[src/rtl/glb_job_sequencer.sv]
// Host-side job sequencer for the accelerator top: streams words into GLB, programs the control
// registers, waits for done, releases GLB and streams an opsum region back out.
module glb_job_sequencer #(
  parameter int unsigned ADDR_W  = 32,
  parameter int unsigned CNT_W   = 16,
  parameter int unsigned RD_LAT  = 1,
  parameter int unsigned TIMEOUT = 2**20
) (
  input  logic              clk,
  input  logic              rst,
  input  logic              start,
  input  logic [31:0]       job_mapping,
  input  logic [31:0]       job_shape1,
  input  logic [31:0]       job_shape2,
  input  logic              job_bias_sel,
  input  logic [31:0]       job_op_config,
  input  logic [CNT_W-1:0]  job_load_words,
  input  logic [ADDR_W-1:0] job_rd_base,
  input  logic [CNT_W-1:0]  job_rd_words,
  input  logic              in_valid,
  output logic              in_ready,
  input  logic [31:0]       in_data,
  output logic              out_valid,
  input  logic              out_ready,
  output logic [31:0]       out_data,
  output logic              ctrl_reg_w_en,
  output logic [2:0]        ctrl_reg_wsel,
  output logic [31:0]       ctrl_reg_wdata,
  output logic [3:0]        dram_w_en,
  output logic [ADDR_W-1:0] dram_w_addr,
  output logic [31:0]       dram_w_data,
  output logic [3:0]        dram_r_en,
  output logic [ADDR_W-1:0] dram_r_addr,
  input  logic [31:0]       dram_r_data,
  input  logic              acc_done,
  output logic              busy,
  output logic              job_done,
  output logic              err_timeout
);

  localparam int unsigned TO_W = $clog2(TIMEOUT + 1);

  typedef enum logic [2:0] {
    S_IDLE, S_LOAD, S_CFG, S_RUN, S_REL, S_READ
  } state_t;

  state_t              state;
  logic [31:0]         mapping_q, shape1_q, shape2_q, op_config_q;
  logic                bias_sel_q;
  logic [CNT_W-1:0]    load_words_q, rd_words_q;
  logic [ADDR_W-1:0]   rd_base_q;
  logic [CNT_W-1:0]    load_cnt, issued, delivered;
  logic [ADDR_W-1:0]   wr_addr_next, rd_addr_next;
  logic [2:0]          cfg_idx;
  logic [TO_W-1:0]     run_cnt;
  logic [1:0]          inflight, fifo_cnt;
  logic [31:0]         fifo_second;
  logic [RD_LAT-1:0]   rd_pipe;

  logic        pop, push, issue;
  logic [1:0]  cnt_n;
  logic [31:0] head_n, second_n, cfg_wdata;

  // Two-entry output FIFO: out_data is the head slot, fifo_second the tail slot.
  always_comb begin
    pop      = out_valid & out_ready;
    push     = rd_pipe[RD_LAT-1];
    head_n   = out_data;
    second_n = fifo_second;
    cnt_n    = fifo_cnt;
    case ({push, pop})
      2'b10: begin
        if (fifo_cnt == 2'd0) head_n = dram_r_data;
        else                  second_n = dram_r_data;
        cnt_n = 2'(fifo_cnt + 2'd1);
      end
      2'b01: begin
        head_n = fifo_second;
        cnt_n  = 2'(fifo_cnt - 2'd1);
      end
      2'b11: begin
        if (fifo_cnt == 2'd1) head_n = dram_r_data;
        else begin
          head_n   = fifo_second;
          second_n = dram_r_data;
        end
      end
      default: ;
    endcase
    // A word popped this cycle frees its slot in time for a new issue.
    issue = (state == S_READ) && (issued != rd_words_q) &&
            ((3'(fifo_cnt) + 3'(inflight) - 3'(pop)) < 3'd2);
  end

  always_comb begin
    cfg_wdata = op_config_q;
    case (cfg_idx)
      3'd0:    cfg_wdata = mapping_q;
      3'd1:    cfg_wdata = shape1_q;
      3'd2:    cfg_wdata = shape2_q;
      3'd3:    cfg_wdata = {31'd0, bias_sel_q};
      default: cfg_wdata = op_config_q;
    endcase
  end

  always_ff @(posedge clk or posedge rst) begin
    if (rst) begin
      state          <= S_IDLE;
      mapping_q      <= '0;
      shape1_q       <= '0;
      shape2_q       <= '0;
      op_config_q    <= '0;
      bias_sel_q     <= 1'b0;
      load_words_q   <= '0;
      rd_words_q     <= '0;
      rd_base_q      <= '0;
      load_cnt       <= '0;
      issued         <= '0;
      delivered      <= '0;
      wr_addr_next   <= '0;
      rd_addr_next   <= '0;
      cfg_idx        <= '0;
      run_cnt        <= '0;
      inflight       <= '0;
      fifo_cnt       <= '0;
      fifo_second    <= '0;
      rd_pipe        <= '0;
      in_ready       <= 1'b0;
      out_valid      <= 1'b0;
      out_data       <= '0;
      ctrl_reg_w_en  <= 1'b0;
      ctrl_reg_wsel  <= '0;
      ctrl_reg_wdata <= '0;
      dram_w_en      <= '0;
      dram_w_addr    <= '0;
      dram_w_data    <= '0;
      dram_r_en      <= '0;
      dram_r_addr    <= '0;
      busy           <= 1'b0;
      job_done       <= 1'b0;
      err_timeout    <= 1'b0;
    end else begin
      ctrl_reg_w_en <= 1'b0;
      dram_w_en     <= 4'h0;
      dram_r_en     <= 4'h0;
      job_done      <= 1'b0;
      out_data      <= head_n;
      fifo_second   <= second_n;
      fifo_cnt      <= cnt_n;
      out_valid     <= (cnt_n != 2'd0);
      rd_pipe       <= RD_LAT'({rd_pipe, dram_r_en[0]});
      inflight      <= 2'(inflight + {1'b0, issue} - {1'b0, push});

      case (state)
        S_IDLE: begin
          if (start) begin
            mapping_q    <= job_mapping;
            shape1_q     <= job_shape1;
            shape2_q     <= job_shape2;
            bias_sel_q   <= job_bias_sel;
            op_config_q  <= job_op_config;
            load_words_q <= job_load_words;
            rd_base_q    <= job_rd_base;
            rd_words_q   <= job_rd_words;
            load_cnt     <= '0;
            wr_addr_next <= '0;
            cfg_idx      <= '0;
            busy         <= 1'b1;
            err_timeout  <= 1'b0;
            if (job_load_words != '0) begin
              in_ready <= 1'b1;
              state    <= S_LOAD;
            end else begin
              state    <= S_CFG;
            end
          end
        end

        S_LOAD: begin
          if (in_valid && in_ready) begin
            dram_w_en    <= 4'hF;
            dram_w_addr  <= wr_addr_next;
            dram_w_data  <= in_data;
            wr_addr_next <= ADDR_W'(wr_addr_next + ADDR_W'(4));
            load_cnt     <= CNT_W'(load_cnt + CNT_W'(1));
            if (CNT_W'(load_cnt + CNT_W'(1)) == load_words_q) begin
              in_ready <= 1'b0;
              state    <= S_CFG;
            end
          end
        end

        // op_config goes last so the accelerator starts only on a fully programmed job.
        S_CFG: begin
          ctrl_reg_w_en  <= 1'b1;
          ctrl_reg_wsel  <= cfg_idx;
          ctrl_reg_wdata <= cfg_wdata;
          cfg_idx        <= 3'(cfg_idx + 3'd1);
          if (cfg_idx == 3'd4) begin
            run_cnt <= '0;
            state   <= S_RUN;
          end
        end

        S_RUN: begin
          if (acc_done) begin
            state <= S_REL;
          end else if (run_cnt == TO_W'(TIMEOUT - 1)) begin
            err_timeout <= 1'b1;
            state       <= S_REL;
          end else begin
            run_cnt <= TO_W'(run_cnt + TO_W'(1));
          end
        end

        S_REL: begin
          ctrl_reg_w_en  <= 1'b1;
          ctrl_reg_wsel  <= 3'd4;
          ctrl_reg_wdata <= '0;
          issued         <= '0;
          delivered      <= '0;
          rd_addr_next   <= rd_base_q;
          state          <= S_READ;
        end

        S_READ: begin
          if (issue) begin
            dram_r_en    <= 4'hF;
            dram_r_addr  <= rd_addr_next;
            rd_addr_next <= ADDR_W'(rd_addr_next + ADDR_W'(4));
            issued       <= CNT_W'(issued + CNT_W'(1));
          end
          if (pop) delivered <= CNT_W'(delivered + CNT_W'(1));
          if ((rd_words_q == '0) ||
              (pop && (CNT_W'(delivered + CNT_W'(1)) == rd_words_q))) begin
            job_done <= 1'b1;
            busy     <= 1'b0;
            state    <= S_IDLE;
          end
        end

        default: state <= S_IDLE;
      endcase
    end
  end

endmodule

[config.mk]
export PLATFORM = sky130hd
export DESIGN_NAME = glb_job_sequencer
export DESIGN_NICKNAME = d
export VERILOG_FILES = /design/src/rtl/glb_job_sequencer.sv
export SDC_FILE = /design/constraint.sdc
export NUM_CORES = 1
export LEC_CHECK = 0
export CORE_MARGIN = 4
export CORE_UTILIZATION = 35
export DETAILED_ROUTE_END_ITERATION = 10
export PLACE_DENSITY_LB_ADDON = 0.1
export SLEW_MARGIN = 20
export SYNTH_ARGS = -nofsm -noshare
export SYNTH_HDL_FRONTEND = slang
export SYNTH_SLANG_ARGS = --single-unit
[constraint.sdc]
create_clock -name clk -period 38.6 [get_ports clk]
set_input_delay 7.72 -clock clk [delete_from_list [all_inputs] [get_ports clk]]
set_output_delay 7.72 -clock clk [all_outputs]
set_load 0.02 [all_outputs]
==> results.py <==
metrics = {
    "global_routing": {
        "antenna_found_initial": 8,
        "grt_pass1_vias": 20227,
        "use_met2": 0.314,
        "overflow": 0,
        "grt_start_max_net_pins": 194,
        "grtUsageMet1": 0.249,
        "grt_pass1_wl_um": 113000,
        "use_met3": 0.0386,
        "track_usage": 0.188,
        "busiest_layer": "met2",
    },
    "worst_setup_path": {
        "end_kind": "flip-flop",
        "crit_type": "primary input to flip-flop",
        "cp.arrival_ns": 11.26,
        "worstSetupStartpointType": "primary input",
        "critPathMaxFanout": 27,
        "crit_required_ns": 39.08,
    },
    "clock_tree": {
        "clock_sinks": 536,
        "htree_levels": 2,
        "path_clk_slew_ns": 0.06,
        "post_cts_buffers": 0,
        "cts_tree": "built",
        "cts_inserted_buffers": 60,
        "cts_root_buf": "clkbuf_16",
        "worstSkewPairLatency_ns": 0.63,
        "postCtsHoldBufs": 0,
        "cts_buffer_depth": 3,
        "cts_resized": 0,
    },
    "logic_synthesis": {
        "syn_inst": 2652,
        "synth_cell_types": 73,
        "ys_async_sr_fraction": 1.00,
        "synth.avg_cell_area_um2": 9.08,
        "synth-edff-count": 0,
        "synth_ff_type": "dfrtp_1",
        "seq_area_frac_synth": 0.557,
        "synth_seq_cells": 536,
        "netlist_area_mm2": 0.0241,
        "ys_warn_count": 0,
    },
    "placed_design": {
        "numPortBuffers": 437,
        "dp_cells": 3839,
        "post-dp-hpwl_um": 46700,
        "finalWeightedCongestion": 0.786,
    },
    "floorplanning": {
        "start_util": 0.356,
        "fp-row-count": 95,
        "core_mm2": 0.0678,
        "die-height_um": 270,
        "dieArea_mm2": 0.0731,
        "die_width_um": 270,
        "io-pin-count": 440,
    },
    "sta": {
        "rsz0062_at_grt": "no",
        "drv_slew": 0,
        "max_slew_margin": 0.269,
        "setup_viol_count_final": 0,
        "period_share": 0.279,
        "fin_setup_tns_ns": 0,
        "fin_worst_skew_ns": 0.0329,
        "tightest_slew_ns": 1.09,
        "hold_viol": 0,
        "fmax_mhz": 92.8,
        "period_needed_ns": 10.78,
    },
    "finish": {
        "layout.nets": 3313,
        "layout.cells.non_filler": 3948,
        "nFillCells": 6496,
        "layout_commonest_cell": "nand2_1",
        "area_delta_synth_final_pct": 30.0,
        "final_cell_mix": "nand2_1, dfrtp_1, clkdlybuf4s50_1",
        "drive_gt1_frac": 0.0631,
        "post-route-util": 0.462,
    },
    "pwr": {
        "pwr_density_cell_mw_per_mm2": 76.5,
        "design_power_total_mw": 2.40,
        "leakage_nw": 14.5,
        "ir_worst_vdd_v": 0.0000395,
    },
    "status": {
        "status": "finished, final reports clean",
    },
    "drt": {
        "num_vias": 19851,
        "antenna_left": 0,
        "drtPass1Iterations": 5,
        "drt-initial-drc-count": 1149,
        "route.detailed.drc": 0,
        "post_drt_wl_per_cell_um": 17.9,
        "avgViaCountPerCell": 5.03,
        "totalWireLength_um": 70600,
    },
    "min_path": {
        "hp-class": "flip-flop to flip-flop",
    },
    "run": {
        "maxCapViolations": 0,
    },
}
critical path: stages:
cell and delay, ns:
clkdlybuf4s50_1 0.45, nand2_1 0.10, inv_1 0.24, ha_1 0.28, nand2b_1 0.16, fa_1 0.37, xor2_1 0.16, nand3_1 0.17
o21ai_2 0.45, buf_4 0.40, and4_1 0.34, and4_1 0.23, xnor2_1 0.11, nor2_1 0.05
synthesized netlist by cell type (all sizes together), types with 6 or more instances:
cell	instances	area share
nor3	20	0.0048
dfrtp	536	0.56
buf	35	0.0082
nand4	30	0.0084
and3	29	0.0075
a21oi	84	0.018
a22oi	36	0.011
clkbuf	112	0.017
nor2	134	0.021
or2	6	0.0016
a221oi	31	0.011
o211ai	7	0.0024
inv	33	0.0051
a31oi	6	0.0016
mux2	33	0.015
xnor2	66	0.024
or3	17	0.0046
nand3	62	0.013
o31ai	7	0.0022
and2	8	0.0021
nand2	1019	0.16
nor4	22	0.0078
o21ai	143	0.030
ha	21	0.011
and4	9	0.0033
xor2	45	0.016
a22o	33	0.012
power breakdown:
| group | total, mW | internal [mW] | switching [mW] |
|---|---|---|---|
| clock network | 0.607 | 0.369 | 0.238 |
| registers | 0.922 | 0.768 | 0.154 |
| logic | 0.868 | 0.362 | 0.506 |
| total | 2.40 | 1.50 | 0.897 |
registers in the layout, summed over array words and instances (netlist names), 30 cells and up:
signal          count
dram_w_data        32
wr_addr_next       30
op_config_q        32
dram_r_addr        32
ctrl_reg_wdata     32
shape2_q           32
mapping_q          32
fifo_second        32
shape1_q           32
rd_base_q          32
rd_addr_next       32
dram_w_addr        30
out_data           32
routing by layer:
layer | share of wire | routed length [µm] | vias to the layer above
met5 | 0.0010 | 74 | -
met4 | 0.024 | 1660 | 12
met1 | 0.44 | 31100 | 9684
met3 | 0.055 | 3890 | 112
li1 | - | - | 9564
met2 | 0.48 | 33900 | 479
logic make-up (layout without fill, tap and decap cells):
group           Yosys count  count (layout)  synth area share
other cells               1               4          0.000156
buf+inv                 180             600            0.0308
compound gates          385             385             0.102
mux                      38              38            0.0175
simple gates           1379            1379             0.241
xor+xnor                111             111            0.0404
fa+ha+maj                22              22            0.0117
flops                   536             536             0.557
layout make-up:
class	instances	area (µm²)	area share
timing repair buffer	460	4590	0.146
clock buffer	80	1710	0.0545
antenna	2	5.00	0.000160
tap	873	1090	0.0349
sequential	536	13400	0.428
multi-input combinational	1937	10000	0.319
clock inverter	27	390	0.0125
inverter	33	131	0.00419
final timing paths:
check,start,to,slack (ns),cells past startpoint
worst min-delay path,rd_addr_next[0],dram_r_addr[0],0.47,2
worst max register to register,out_valid,issued[10],35.05,13
worst max-delay path,out_ready,issued[10],27.82,14
max in group asynchronous,rst,out_data[30],28.79,4
min in group asynchronous,rst,shape2_q[26],7.63,2
worst min register to register,rd_addr_next[0],dram_r_addr[0],0.47,2
metrics by stage:
stage / area (µm²) / worst slack, ns / hold WS (ns)
6_report: 31300 / 27.82 / 0.469
5_1_grt: 31300 / 27.64 / 0.485
4_1_cts: 31300 / 27.85 / 0.472
3_5_place_dp: 29200 / 27.20 / 0.457
3_3_place_gp: 29200 / 27.26 / 0.457
2_1_floorplan: 24100 / 15.90 / 0.439
(Power assumes the default switching activity.)
